--- config.mk ---
export PLATFORM = sky130hd
export DESIGN_NAME = irq_aggregator
export DESIGN_NICKNAME = d
export VERILOG_FILES = /design/src/rtl/irq_aggregator_pkg.sv /design/src/rtl/irq_aggregator_src_chan.sv /design/src/rtl/irq_aggregator.sv
export SDC_FILE = /design/constraint.sdc
export NUM_CORES = 1
export LEC_CHECK = 0
export CORE_MARGIN = 2
export CORE_UTILIZATION = 40
export CTS_BUF_LIST = sky130_fd_sc_hd__clkbuf_8
export DETAILED_ROUTE_END_ITERATION = 10
export PLACE_DENSITY = 0.61
export SETUP_SLACK_MARGIN = 0.5
export SLEW_MARGIN = 20
export SYNTH_ARGS = -nofsm -noshare
export SYNTH_HDL_FRONTEND = slang
export SYNTH_HIERARCHICAL = 1
export SYNTH_SLANG_ARGS = --single-unit
--- constraint.sdc ---
create_clock -name HCLK -period 2.25 [get_ports HCLK]
set_input_delay 0.5625 -clock HCLK [delete_from_list [all_inputs] [get_ports HCLK]]
set_output_delay 0.5625 -clock HCLK [all_outputs]
set_load 0.05 [all_outputs]
--- src/rtl/irq_aggregator_pkg.sv ---
// irq_aggregator_pkg: register map, AHB encodings and shared types for the interrupt aggregator.
// Latency: n/a (types and a pure decode function only).
// Backpressure: n/a.
package irq_aggregator_pkg;

    // Register word offsets within the slave window
    localparam logic [31:0] OFF_RAW   = 32'h00;
    localparam logic [31:0] OFF_PEND  = 32'h04;
    localparam logic [31:0] OFF_MASK  = 32'h08;
    localparam logic [31:0] OFF_MODE  = 32'h0C;
    localparam logic [31:0] OFF_POL   = 32'h10;
    localparam logic [31:0] OFF_SWSET = 32'h14;
    localparam logic [31:0] OFF_NMI   = 32'h18;

    // AHB-Lite encodings used by the slave
    localparam logic [1:0] HTRANS_NONSEQ = 2'b10;
    localparam logic [1:0] HTRANS_SEQ    = 2'b11;
    localparam logic       HRESP_OKAY    = 1'b0;
    localparam logic       HRESP_ERROR   = 1'b1;
    localparam logic [2:0] HSIZE_WORD    = 3'b010;

    typedef enum logic [1:0] {
        IDLE,
        ERR1,
        ERR2
    } err_state_t;

    typedef enum logic [2:0] {
        SEL_RAW,
        SEL_PEND,
        SEL_MASK,
        SEL_MODE,
        SEL_POL,
        SEL_SWSET,
        SEL_NMI
    } reg_sel_t;

    // Result of decoding an address-phase offset
    typedef struct packed {
        logic     ok;
        reg_sel_t sel;
    } dec_t;

    // Captured address phase, consumed in the following data phase
    typedef struct packed {
        logic     vld;
        logic     wr;
        reg_sel_t sel;
    } dphase_t;

    function automatic dec_t addr_decode(input logic [31:0] addr);
        dec_t d;
        d.ok  = 1'b1;
        d.sel = SEL_RAW;
        case (addr)
            OFF_RAW:   d.sel = SEL_RAW;
            OFF_PEND:  d.sel = SEL_PEND;
            OFF_MASK:  d.sel = SEL_MASK;
            OFF_MODE:  d.sel = SEL_MODE;
            OFF_POL:   d.sel = SEL_POL;
            OFF_SWSET: d.sel = SEL_SWSET;
            OFF_NMI:   d.sel = SEL_NMI;
            default:   d.ok  = 1'b0;
        endcase
        return d;
    endfunction

endpackage

--- src/rtl/irq_aggregator_src_chan.sv ---
// irq_src_chan: one interrupt source - 2-flop sync, polarity, edge detect, sticky pending bit.
// Latency: src to act 2 edges; edge event to pend_q 1 further edge.
// Backpressure: none; set beats clear when both arrive in the same cycle.
module irq_src_chan (
    input  logic core_clk,
    input  logic arst_n,
    input  logic src,
    input  logic pol,
    input  logic mode,
    input  logic sw_set,
    input  logic clr,
    output logic act,
    output logic pend
);

    logic sync1_q;
    logic sync2_q;
    logic act_d_q;
    logic pend_q;
    logic edge_evt;

    assign act      = sync2_q ^ pol;
    assign edge_evt = mode & act & ~act_d_q;

    // Synchronise the async source and keep the previous act for rising-edge detection
    always_ff @(posedge core_clk or negedge arst_n) begin
        if (!arst_n) begin
            sync1_q <= 1'b0;
            sync2_q <= 1'b0;
            act_d_q <= 1'b0;
        end else begin
            sync1_q <= src;
            sync2_q <= sync1_q;
            act_d_q <= act;
        end
    end

    // Sticky pending bit: a new event must never be lost to a concurrent W1C
    always_ff @(posedge core_clk or negedge arst_n) begin
        if (!arst_n) begin
            pend_q <= 1'b0;
        end else if (edge_evt | sw_set) begin
            pend_q <= 1'b1;
        end else if (clr) begin
            pend_q <= 1'b0;
        end
    end

    // Level-mode sources show through directly so W1C cannot hide an active line
    assign pend = pend_q | (act & ~mode);

endmodule

--- src/rtl/irq_aggregator.sv ---
// irq_aggregator: AHB-Lite programmable interrupt aggregator driving core IRQ lines and NMI.
// Latency: level source -> IRQ/NMI 3 HCLK edges, edge source 4; MASK/PEND/SWSET write -> IRQ 1 edge after data phase.
// Backpressure: OKAY transfers are zero-wait; illegal accesses insert one wait cycle for the two-cycle ERROR.
module irq_aggregator
    import irq_aggregator_pkg::*;
#(
    parameter int NUM_SRC = 32,
    parameter int NUM_IRQ = 16,
    parameter int ADDR_W  = 12
) (
    input  logic               HCLK,
    input  logic               HRESETn,
    input  logic               HSEL,
    input  logic [ADDR_W-1:0]  HADDR,
    input  logic [1:0]         HTRANS,
    input  logic               HWRITE,
    input  logic [3:0]         HSIZE,
    input  logic [31:0]        HWDATA,
    input  logic               HREADY,
    output logic [31:0]        HRDATA,
    output logic               HREADYOUT,
    output logic               HRESP,
    input  logic [NUM_SRC-1:0] irq_src,
    output logic [NUM_IRQ-1:0] IRQ,
    output logic               NMI
);

    err_state_t         state;
    dphase_t            dp;
    logic               hresp_q;
    logic               hreadyout_q;

    logic [NUM_SRC-1:0] mask_q;
    logic [NUM_SRC-1:0] mode_q;
    logic [NUM_SRC-1:0] pol_q;
    logic               nmi_en_q;
    logic [4:0]         nmi_idx_q;

    logic [NUM_SRC-1:0] act;
    logic [NUM_SRC-1:0] pend;

    logic [NUM_IRQ-1:0] irq_q;
    logic [NUM_IRQ-1:0] irq_next;
    logic               nmi_q;
    logic               nmi_next;

    logic [31:0]        haddr_w;
    logic [31:0]        act_w;
    logic [31:0]        pend_w;
    logic [31:0]        mask_w;
    logic [31:0]        mode_w;
    logic [31:0]        pol_w;
    logic [31:0]        rdata;

    dec_t               dec;
    logic               addr_vld;
    logic               capture;
    logic               acc_ok;
    logic               wr_hit;
    logic               pend_clr_hit;
    logic               swset_hit;

    // Zero-extend the decoded address so the offset compare is width independent
    always_comb begin
        haddr_w             = '0;
        haddr_w[ADDR_W-1:0] = HADDR;
    end

    assign dec      = addr_decode(haddr_w);
    assign addr_vld = HSEL & HREADY & ((HTRANS == HTRANS_NONSEQ) | (HTRANS == HTRANS_SEQ));
    // The first ERROR cycle holds HREADY low, so nothing presented then is a real address phase
    assign capture  = addr_vld & (state != ERR1);
    assign acc_ok   = dec.ok & (HSIZE == {1'b0, HSIZE_WORD});

    // Address-phase capture and ERROR response sequencing with registered HRESP/HREADYOUT
    always_ff @(posedge HCLK or negedge HRESETn) begin
        if (!HRESETn) begin
            state       <= IDLE;
            dp          <= '0;
            hresp_q     <= HRESP_OKAY;
            hreadyout_q <= 1'b1;
        end else begin
            dp.vld <= 1'b0;
            case (state)
                ERR1: begin
                    state       <= ERR2;
                    hresp_q     <= HRESP_ERROR;
                    hreadyout_q <= 1'b1;
                end
                default: begin
                    if (capture && !acc_ok) begin
                        state       <= ERR1;
                        hresp_q     <= HRESP_ERROR;
                        hreadyout_q <= 1'b0;
                    end else begin
                        state       <= IDLE;
                        hresp_q     <= HRESP_OKAY;
                        hreadyout_q <= 1'b1;
                        if (capture) begin
                            dp.vld <= 1'b1;
                            dp.wr  <= HWRITE;
                            dp.sel <= dec.sel;
                        end
                    end
                end
            endcase
        end
    end

    assign wr_hit       = dp.vld & dp.wr;
    assign pend_clr_hit = wr_hit & (dp.sel == SEL_PEND);
    assign swset_hit    = wr_hit & (dp.sel == SEL_SWSET);

    // Configuration registers commit at the end of an OKAY write data phase
    always_ff @(posedge HCLK or negedge HRESETn) begin
        if (!HRESETn) begin
            mask_q    <= '0;
            mode_q    <= '0;
            pol_q     <= '0;
            nmi_en_q  <= 1'b0;
            nmi_idx_q <= '0;
        end else if (wr_hit) begin
            case (dp.sel)
                SEL_MASK: mask_q <= HWDATA[NUM_SRC-1:0];
                SEL_MODE: mode_q <= HWDATA[NUM_SRC-1:0];
                SEL_POL:  pol_q  <= HWDATA[NUM_SRC-1:0];
                SEL_NMI: begin
                    nmi_en_q  <= HWDATA[7];
                    nmi_idx_q <= HWDATA[4:0];
                end
                default: ;
            endcase
        end
    end

    for (genvar i = 0; i < NUM_SRC; i++) begin : g_chan
        irq_src_chan u_chan (
            .core_clk (HCLK),
            .arst_n   (HRESETn),
            .src      (irq_src[i]),
            .pol      (pol_q[i]),
            .mode     (mode_q[i]),
            .sw_set   (swset_hit & HWDATA[i]),
            .clr      (pend_clr_hit & HWDATA[i]),
            .act      (act[i]),
            .pend     (pend[i])
        );
    end

    // Pad per-source vectors to bus width; unimplemented sources read as zero
    always_comb begin
        act_w                = '0;
        pend_w               = '0;
        mask_w               = '0;
        mode_w               = '0;
        pol_w                = '0;
        act_w[NUM_SRC-1:0]   = act;
        pend_w[NUM_SRC-1:0]  = pend;
        mask_w[NUM_SRC-1:0]  = mask_q;
        mode_w[NUM_SRC-1:0]  = mode_q;
        pol_w[NUM_SRC-1:0]   = pol_q;
    end

    // Read data is only driven during an OKAY read data phase
    always_comb begin
        rdata = '0;
        if (dp.vld && !dp.wr) begin
            case (dp.sel)
                SEL_RAW:  rdata = act_w;
                SEL_PEND: rdata = pend_w;
                SEL_MASK: rdata = mask_w;
                SEL_MODE: rdata = mode_w;
                SEL_POL:  rdata = pol_w;
                SEL_NMI:  rdata = {24'h0, nmi_en_q, 2'b00, nmi_idx_q};
                default:  rdata = '0;
            endcase
        end
    end

    // Fold masked pending sources onto IRQ lines modulo NUM_IRQ
    always_comb begin
        irq_next = '0;
        for (int i = 0; i < NUM_SRC; i++) begin
            irq_next[i % NUM_IRQ] = irq_next[i % NUM_IRQ] | (pend[i] & mask_q[i]);
        end
    end

    // NMI ignores MASK; the chosen source keeps its normal IRQ routing too
    assign nmi_next = nmi_en_q & pend_w[nmi_idx_q];

    // Register core-facing outputs so they are glitch free
    always_ff @(posedge HCLK or negedge HRESETn) begin
        if (!HRESETn) begin
            irq_q <= '0;
            nmi_q <= 1'b0;
        end else begin
            irq_q <= irq_next;
            nmi_q <= nmi_next;
        end
    end

    assign IRQ       = irq_q;
    assign NMI       = nmi_q;
    assign HRESP     = hresp_q;
    assign HREADYOUT = hreadyout_q;
    assign HRDATA    = rdata;

endmodule

==> reports/metrics.cfg, run 1 <==
[power_and_ir_drop]
power_share_of_the_combinational_group=0.061
netSwitchingFraction=0.232
ir_worst_vdd_uv=418
power.internal_mw=7.15
power-per-cell-area_mw_per_mm2=559
static-leakage-power_nw=7.70
clockPowerShare=0.428
power.total_mw=9.31
switchingPower_mw=2.16
p_seq_frac=0.510

[critical_path]
beginning_of_the_critical_path=g_chan[30].u_chan/sync2_q
reg2reg_setup_slack_ns=-0.08
worstReg2RegStart=dp[1]
critical_path.cell_chain=xor2_2 -> a21o_2 -> mux2i_1 -> o21ai_1 -> a222oi_1 -> nor2_4 -> buf_12
regToRegEndpoint=g_chan[2].u_chan/pend_q
critical_setup_path_class=reg2out
logic_depth_of_the_worst_register_to_register_path=10
endpoint_kind=primary output
critical_path_cell_count=7
cp_max_fo=2
crit_arrival_ns=2.44
destination_of_the_critical_timing_path=HRDATA[30]
sum_of_buffers_and_inverters_on_the_critical_path=1
cpMaxStageDelayCell=a222oi_1
timing.critical_path.required_ns=1.69
slowest_delay_ns=0.68
crit_path_start_kind=register
critical-path-top-delay-family=compound AO/OA/AOI/OAI gates

[yosys]
synth_top_cell_by_area=dfrtp_1
synth.area.top_cells=dfrtp_1, mux2_2, and2_1, mux4_2, a311o_1
synth.distinct_cells=48
synth-edff-count=0
synthesis.area_mm2=0.0115
synthesis.nets=990
synth_instances=903
synth.yosys.seq_area_share=0.558
asyncSetResetFlopFracSynth=1.00
yosys_warnings=6
ys_ff_latch=256
synth-main-ff-cell=dfrtp_1
post_synth.cell_area_avg_um2=12.7
synth_top_area_frac=0.556

[sta]
timing.hold.ws_ns=0.339
worst_clock_skew_ns=0.0220
worst_pin_slew_ns=0.743
max_slew_margin=0.504
slew_violations=0
post-route-worst-setup-slack_ns=-0.756
finalCriticalPeriod_ns=3.01
setup_tns_final_ns=-18.52
rsz0062_at_grt=true
timing.fmax_ghz=0.333
setup_viol=64
min_period_over_period=1.34
hold_viol_final=0

[clocking]
cts.htree.levels=2
clock_tree.root_cell=clkbuf_8
cts.clk_slew.worst_paths_ns=0.06
clkLatencyLatePin_ns=0.56
cts_tree=yes
clock_path_buffers=3
cts_num_sinks=256
cts_inserted_buffers=45

[layout]
final_layout_size_suffix_gt1_frac=0.441
filler_cell_count_in_the_final_layout=2304
finish.net_count=1257
antenna_cells_inserted=0
layoutNonFillerInstCount=1579
fin_util=0.585
layout.cell_area.non_filler_mm2=0.0167
layout_commonest_cell=dfrtp_1
multiInputGateArea_mm2=0.00549
final_cell_mix=dfrtp_1, clkdlybuf4s50_1, inv_1
layout-area-overhead-vs-synth_pct=45.1
seqCellArea_mm2=0.00641

[placed_design]
detailedPlacementHpwl_um=20700
post-place-cells=1457
numPortBuffers=136
pre_cts_slack_ns=-0.174
globalplace.congestion=0.815
placed_area_mm2=0.0145

[route]
first_drt_pass_iteration_count=4
viasPerCell=5.21
detailroute.via_count=8228
antenna_left=0
post_drt_wl_per_cell_um=21.0
routed_wirelength_um=33100
drt_iter0_drc=511
drc=0

[worst_hold_path]
hold_path.class=reg2reg

[global_routing]
grt_overflow_total=0
grt.total_usage=0.219
grt_pass1_wl_um=50700
antenna_found_initial=1
first_global_vias=8721
grt_max_degree=79

[die]
initial_utilization=0.403
die_height_um=173
core_area_mm2=0.0285
die-width_um=173
floorplan.io_pins=138
placement_rows=62
floorplan.die_area_mm2=0.0301

[run]
max_cap_violations=0

[run_status]
run_status=finished, violations left
violated_checks=setup timing

[repair_timing]
item / 4_1_cts / 5_1_grt
setup endpoints to repair: 186 / 170
gates cloned: 12 / 2
buffers inserted: 28 / 7
hold buffers: 1 / 0
hold endpoints to repair: 20 / 0
pin swaps: 40 / 58
gates resized for setup: 221 / 121
[layer usage]
| metal | vias to the layer above | part of all wire | track usage |
|---|---|---|---|
| met1 | 4200 | 0.43 | 0.292 |
| li1 | 3711 | - | - |
| met3 | 57 | 0.060 | 0.0436 |
| met4 | 2 | 0.022 | 0.0569 |
| met2 | 258 | 0.49 | 0.366 |
| met5 | - | 0.00051 | 0 |
[cells in the mapped netlist, types with 24 or more instances]
master,n
nor2_1,24
a21o_2,32
mux2i_1,26
nor2b_1,41
o21ai_0,24
mux2_1,27
a22oi_1,33
mux2_2,82
inv_1,67
dfrtp_1,255
and2_1,78
a311o_1,32
xor2_1,32
[flip-flops by register name (all words and copies together), names as in the netlist]
| signal | flops |
|---|---|
| mode_q | 32 |
| IRQ | 16 |
| HRESP | 1 |
| g_chan.u_chan/act_d_q | 32 |
| nmi_en_q | 1 |
| g_chan.u_chan/sync2_q | 32 |
| NMI | 1 |
| nmi_idx_q | 5 |
| pol_q | 32 |
| g_chan.u_chan/sync1_q | 32 |
| state | 2 |
| HREADYOUT | 1 |
| dp | 5 |
| g_chan.u_chan/pend_q | 32 |
| mask_q | 32 |
[area by class of cell]
| cell class | count | area share |
|---|---|---|
| clock buffer | 55 | 0.0454 |
| clock inverter | 17 | 0.00391 |
| multi-input combinational | 536 | 0.330 |
| sequential | 256 | 0.385 |
| tap | 384 | 0.0288 |
| timing repair buffer | 261 | 0.191 |
| inverter | 70 | 0.0161 |
[cells by family (layout without fill, tap and decap cells)]
family | Yosys count | in the layout | share of synthesized area
and+or+nand+nor | 185 | 185 | 0.0972
muxes | 156 | 156 | 0.167
buffers and inverters | 111 | 403 | 0.0425
AOI/OAI and AO/OA | 163 | 163 | 0.111
xor gates and xnor gates | 32 | 32 | 0.0244
DFF | 256 | 256 | 0.558
[worst reg2reg max path, cell delays in order (launching register included)]
cell and delay (ns):
dfrtp_2 0.50, buf_12 0.18, nor3b_4 0.29, buf_4 0.18
buf_6 0.10, and3_4 0.24, buf_12 0.12, buf_16 0.13
and2_4 0.14, nor2b_1 0.04, a311o_1 0.30
[worst min path at each step]
stage                              start                         to  slack [ns]  cells past startpoint
5_1_grt        g_chan[19].u_chan/sync1_q  g_chan[19].u_chan/sync2_q        0.35                      0
6_report       g_chan[12].u_chan/sync1_q  g_chan[12].u_chan/sync2_q        0.34                      0
3_5_place_dp    g_chan[2].u_chan/sync1_q   g_chan[2].u_chan/sync2_q        0.33                      0
4_1_cts        g_chan[12].u_chan/sync1_q  g_chan[12].u_chan/sync2_q        0.34                      0
3_3_place_gp   g_chan[19].u_chan/sync1_q  g_chan[19].u_chan/sync2_q        0.33                      0
2_1_floorplan                    HRESETn                      HRESP        0.27                      0
[power by group through the flow]
| stage | combinational [mW] | sequential [mW] | clock (mW) |
|---|---|---|---|
| after CTS | 0.567 | 4.75 | 4.10 |
| after floorplan | 0.159 | 4.83 | 0 |
| final | 0.572 | 4.75 | 3.99 |
| after global placement | 0.548 | 4.82 | 0 |
| after detailed placement | 0.551 | 4.83 | 0 |
| after global routing | 0.624 | 4.75 | 4.32 |
No activity file was read; power rests on OpenSTA's default activity.
==> inputs of run 2 (changes only) <==
Settings changed: PLACE_DENSITY 0.61 to 0.62, SYNTH_HIERARCHICAL 1 to not set.
==> run 2 against run 1 <==
  * The run still ends with setup timing left
  * Die area decreased by 5.9%
  * Register-to-register slack gained 0.18 ns
  * Total power is 1.7% higher
  * Sequential power about the same
  * Cell count decreased by 5.9%
  * Worst setup slack better by 0.25 ns
  * Via count fell by 0.64%
  * Combinational power is 15% lower
  * Flip-flop and latch count did not move
  * Synthesized cell count is 5.0% lower
==> reports/metrics.cfg, run 2 <==
[critical_path]
critical_setup_path_class=reg2out
regToRegEndpoint=mask_q[19]
crit_path_start_kind=register
timing.critical_path.required_ns=1.69
crit_arrival_ns=2.19
reg2reg_setup_slack_ns=0.10
logic_depth_of_the_worst_register_to_register_path=8
cp_max_fo=11
worstReg2RegStart=dp[2]
endpoint_kind=primary output

[sta]
max_slew_margin=0.612
hold_viol_final=0
slew_violations=0
finalCriticalPeriod_ns=2.75
timing.fmax_ghz=0.363
timing.hold.ws_ns=0.339
worst_pin_slew_ns=0.582
setup_viol=32
worst_clock_skew_ns=0.0206
min_period_over_period=1.22
post-route-worst-setup-slack_ns=-0.502
rsz0062_at_grt=true

[route]
post_drt_wl_per_cell_um=22.2
routed_wirelength_um=33000
drt_iter0_drc=659
viasPerCell=5.50
detailroute.via_count=8175
antenna_left=0
drc=0
first_drt_pass_iteration_count=7

[power_and_ir_drop]
p_seq_frac=0.501
clockPowerShare=0.448
ir_worst_vdd_uv=431
power_share_of_the_combinational_group=0.052
switchingPower_mw=2.19
power.internal_mw=7.27
power-per-cell-area_mw_per_mm2=592
netSwitchingFraction=0.232
static-leakage-power_nw=6.94

[layout]
layout-area-overhead-vs-synth_pct=48.3
filler_cell_count_in_the_final_layout=2096
finish.net_count=1198
layout_commonest_cell=dfrtp_1
final_cell_mix=dfrtp_1, nand2_1, clkdlybuf4s50_1
final_layout_size_suffix_gt1_frac=0.367
antenna_cells_inserted=0

[yosys]
synth.distinct_cells=50
synth_instances=858
post_synth.cell_area_avg_um2=12.6
yosys_warnings=0
synth.area.top_cells=dfrtp_1, mux2_2, a22oi_1, a221o_1, nand2_1
synth.yosys.seq_area_share=0.594
asyncSetResetFlopFracSynth=1.00
synth_top_area_frac=0.592
synthMostInstantiatedCell=dfrtp_1
synthesis.area_mm2=0.0108
synth-main-ff-cell=dfrtp_1
ys_ff_latch=256
synth-edff-count=0
synth_top_cell_by_area=dfrtp_1
synthesis.nets=945
synth.cells.most_frequent=dfrtp_1, mux2_2, nand2_1

[global_routing]
first_global_vias=8480
grt.total_usage=0.232
grt_max_degree=55
grt_overflow_total=0
antenna_found_initial=0
grt_pass1_wl_um=50200

[clocking]
cts_num_sinks=256
cts.htree.levels=2
cts_tree=yes
clkLatencyLatePin_ns=0.55
cts_inserted_buffers=44
clock_tree.root_cell=clkbuf_8
cts.clk_slew.worst_paths_ns=0.06
clock_path_buffers=3

[run_status]
violated_checks=setup timing
run_status=finished, violations left

[die]
floorplan.io_pins=138
core_area_mm2=0.0267
die-width_um=168
initial_utilization=0.404
die_height_um=168
floorplan.die_area_mm2=0.0283
placement_rows=60

[placed_design]
globalplace.congestion=0.812
pre_cts_slack_ns=-0.154
numPortBuffers=136
detailedPlacementHpwl_um=19800

[run]
max_cap_violations=0

[worst_hold_path]
hold_path.class=reg2reg
whs_endpoint=g_chan[0].u_chan.sync2_q
timing.hold.worst_path_depth=0
worst_hold_startpoint=g_chan[0].u_chan.sync1_q

[run 2: changes by cell type after synthesis, moves of 33 or more]
cell / change
nand2_1: +66
nor2b_1: -38
and2_1: -76
xnor2_1: +33
[run 2: per-stage QoR]
| stage | area [um^2] | util | setup TNS, ns | instances | power, mW |
|---|---|---|---|---|---|
| 2_1_floorplan | 11400 | - | 0 | 858 | 4.91 |
| 5_1_grt | 16000 | 0.598 | -17.48 | 1486 | 9.82 |
| 6_report | 16000 | 0.598 | -14.38 | 1486 | 9.46 |
| 3_5_place_dp | 13900 | 0.520 | -1.45 | 1363 | 5.29 |
| 4_1_cts | 15600 | 0.583 | -15.16 | 1474 | 9.54 |
| 3_3_place_gp | 13900 | 0.520 | -0.918 | 1363 | 5.28 |
[run 2: critical path, stage by stage (launching register included)]
cell	delay (ns)
dfrtp_2	0.43
buf_6	0.15
nor3_4	0.05
buf_6	0.11
buf_12	0.14
a222oi_1	0.31
o21a_1	0.26
nor2_4	0.06
buf_12	0.14
[run 2: power groups by stage]
stage	registers [mW]	logic [mW]	clock network, mW
6_report	4.74	0.488	4.24
5_1_grt	4.74	0.535	4.54
4_1_cts	4.74	0.482	4.32
3_5_place_dp	4.82	0.473	0
3_3_place_gp	4.81	0.469	0
2_1_floorplan	4.82	0.0974	0
[run 2: repair_timing]
action	in CTS	in global routing
resized for setup	195	60
setup endpoints to repair	183	167
endpoints found under the hold margin	35	0
cloned	15	4
setup buffers	15	8
hold buffers	1	0
pin swaps	22	20
[run 2: layout make-up]
| class | count | area, um^2 | area share |
|---|---|---|---|
| clock buffer | 56 | 771 | 0.0482 |
| clock inverter | 24 | 128 | 0.00798 |
| inverter | 38 | 143 | 0.00892 |
| multi-input combinational | 520 | 4940 | 0.309 |
| sequential | 256 | 6410 | 0.401 |
| tap | 341 | 427 | 0.0267 |
| timing repair buffer | 251 | 3170 | 0.198 |
[run 2: worst max-delay path by stage]
stage	from	to	slack [ns]	depth (start not counted)
after global routing	dp[2]	HRDATA[3]	-0.62	8
after global placement	HADDR[9]	dp[3]	-0.13	7
final	dp[2]	HRDATA[3]	-0.50	8
after detailed placement	HADDR[9]	dp[3]	-0.15	7
after floorplan	dp[0]	HRDATA[10]	0.09	6
after CTS	dp[2]	HRDATA[3]	-0.52	8
[run 2: routing by layer]
layer,GRT usage,routed length [um],vias to the layer above
met1,0.333,14900,4159
met4,0.0611,612,0
met3,0.0480,2390,54
li1,-,-,3638
met5,0,0,-
met2,0.362,15200,324
[run 2: kinds of logic after synthesis]
| family | after synthesis | synth area share |
|---|---|---|
| AOI/OAI and AO/OA | 192 | 0.136 |
| xor gates and xnor gates | 33 | 0.0268 |
| and+or+nand+nor | 179 | 0.0855 |
| muxes | 116 | 0.123 |
| DFF | 256 | 0.594 |
| buffers and inverters | 82 | 0.0345 |
==> inputs of run 3 (changes only) <==
Settings changed: CTS_BUF_LIST sky130_fd_sc_hd__clkbuf_8 to not set.
==> run 3 against run 2 <==
  * Die area unchanged
  * Critical endpoint is now HRDATA[28]
  * Flip-flop and latch count did not move
  * First-iteration DRC count rose by 35%
  * Critical path type unchanged
  * Largest power group is now clock
  * Worst setup slack worse by 0.052 ns
  * The flow still finishes with violations (setup timing)
  * Cell count down 0.94%
  * Register-to-register slack improved by 0.06 ns
  * Combinational power rose by 2%
  * Sequential share of layout area shrank 1.3 points
  * Highest routed layer unchanged
  * Maximum frequency is 1.9% lower
==> reports/metrics.cfg, run 3 (synthesized netlist as in run 2, its figures left out) <==
[run_status]
violated_checks=setup timing
run_status=finished, violations left

[die]
placement_rows=60
initial_utilization=0.404
die_height_um=168
core_area_mm2=0.0267
floorplan.die_area_mm2=0.0283
die-width_um=168
floorplan.io_pins=138

[layout]
layout_commonest_cell=dfrtp_1
layout-area-overhead-vs-synth_pct=53.4
layout.cell_area.non_filler_mm2=0.0165
antenna_cells_inserted=0
final_cell_mix=dfrtp_1, clkdlybuf4s50_1, nand2_1
filler_cell_count_in_the_final_layout=2037
final_layout_size_suffix_gt1_frac=0.395
finish.net_count=1196
fin_util=0.619

[placed_design]
placed_area_mm2=0.0139
detailedPlacementHpwl_um=19800
globalplace.congestion=0.812
pre_cts_slack_ns=-0.154
numPortBuffers=136

[clocking]
cts_tree=yes
clkLatencyLatePin_ns=0.55
clock_path_buffers=3
cts_num_sinks=256
cts_inserted_buffers=28
clock_tree.root_cell=clkbuf_16
cts.clk_slew.worst_paths_ns=0.06
cts.htree.levels=1

[sta]
finalCriticalPeriod_ns=2.80
rsz0062_at_grt=true
worst_clock_skew_ns=0.0140
hold_viol_final=0
post-route-worst-setup-slack_ns=-0.555
max_slew_margin=0.687
slew_violations=0
min_period_over_period=1.25
worst_pin_slew_ns=0.469
setup_viol=32
setup_tns_final_ns=-15.76
timing.fmax_ghz=0.357

[route]
viasPerCell=5.68
drt_iter0_drc=892
drc=0
routed_wirelength_um=34400
post_drt_wl_per_cell_um=23.4
detailroute.via_count=8357
first_drt_pass_iteration_count=6
antenna_left=0

[power_and_ir_drop]
netSwitchingFraction=0.212
ir_worst_vdd_uv=612
static-leakage-power_nw=7.06
switchingPower_mw=2.18
p_seq_frac=0.462
power.internal_mw=8.07
power_share_of_the_combinational_group=0.048
power-per-cell-area_mw_per_mm2=620
clockPowerShare=0.489

[critical_path]
cp_max_fo=8
endpoint_kind=primary output
critical_setup_path_class=reg2out
crit_arrival_ns=2.24
crit_path_start_kind=register
timing.critical_path.required_ns=1.69

[run]
max_cap_violations=0

[global_routing]
grt_max_degree=55
antenna_found_initial=0
grt_pass1_wl_um=50200
grt_most_used_layer=met2
gr-usage-met1=0.334
global_route.usage.met2=0.363
grt.total_usage=0.233
first_global_vias=8398
grt_overflow_total=0
global_route.usage.met3=0.0451

[worst_hold_path]
hold_path.class=reg2reg

[run 3: changes by cell type in the layout (fill, tap and decap cells not counted), moves of 3 or more]
cell       before  now
inv_1          54   37
a22oi_1        42   21
buf_6          15   22
clkbuf_16       4   35
mux2_2         41   30
mux2_4         62   71
buf_12         50   54
bufinv_16       1    5
a22oi_2        13   34
clkbuf_1        0    6
nand2_1        79   76
clkbuf_8       56    7
[run 3: cell type report]
type / instances / area (um^2) / area share
Sequential cell: 256 / 6410 / 0.388
Tap cell: 341 / 427 / 0.0258
Multi-Input combinational cell: 520 / 5150 / 0.312
Clock buffer: 42 / 845 / 0.0511
Clock inverter: 10 / 178 / 0.0107
Timing Repair Buffer: 265 / 3380 / 0.205
Inverter: 38 / 143 / 0.00862
[run 3: path summary, 6_finish.rpt]
path / from / end / slack, ns / depth (start not counted)
worst max-delay path: dp[2] / HRDATA[28] / -0.55 / 7
worst min register to register: g_chan[9].u_chan.sync1_q / g_chan[9].u_chan.sync2_q / 0.34 / 0
worst min-delay path: g_chan[9].u_chan.sync1_q / g_chan[9].u_chan.sync2_q / 0.34 / 0
min in group asynchronous: HRESETn / g_chan[24].u_chan.sync2_q / 0.51 / 2
max in group asynchronous: HRESETn / HREADYOUT / 1.07 / 3
worst max register to register: dp[0] / pol_q[17] / 0.16 / 8
[run 3: what timing repair did]
action,4_1_cts,5_1_grt
pin swaps,21,43
resized for setup,195,120
hold endpoints to repair,35,0
gates cloned,15,7
endpoints found under the setup margin,183,172
setup buffers,15,19
hold buffers,1,0
[run 3: critical path: stages, from the launching register on]
cell,delay (ns)
dfrtp_2,0.45
inv_2,0.14
nor3_4,0.07
buf_6,0.12
buf_12,0.14
a22oi_1,0.38
a31oi_4,0.19
buf_12,0.19
[run 3: layer usage]
metal  share of wire  routed length (um)
met1            0.44               15200
met2            0.46               15900
met3           0.071                2430
met4           0.023                 797
met5               0                   0
[run 3: power groups by stage]
stage | Combinational [mW] | Clock, mW | Sequential (mW)
floorplan | 0.0974 | 0 | 4.82
global placement | 0.469 | 0 | 4.81
detailed placement | 0.473 | 0 | 4.82
CTS | 0.483 | 5.12 | 4.74
global route | 0.542 | 5.31 | 4.74
finish | 0.496 | 5.02 | 4.74
[run 3: through the flow]
stage | hold slack, ns | std cells | total power [mW]
floorplan | 0.267 | 858 | 4.91
global placement | 0.333 | 1363 | 5.28
detailed placement | 0.335 | 1363 | 5.29
CTS | 0.345 | 1446 | 10.3
global route | 0.351 | 1472 | 10.6
finish | 0.341 | 1472 | 10.3
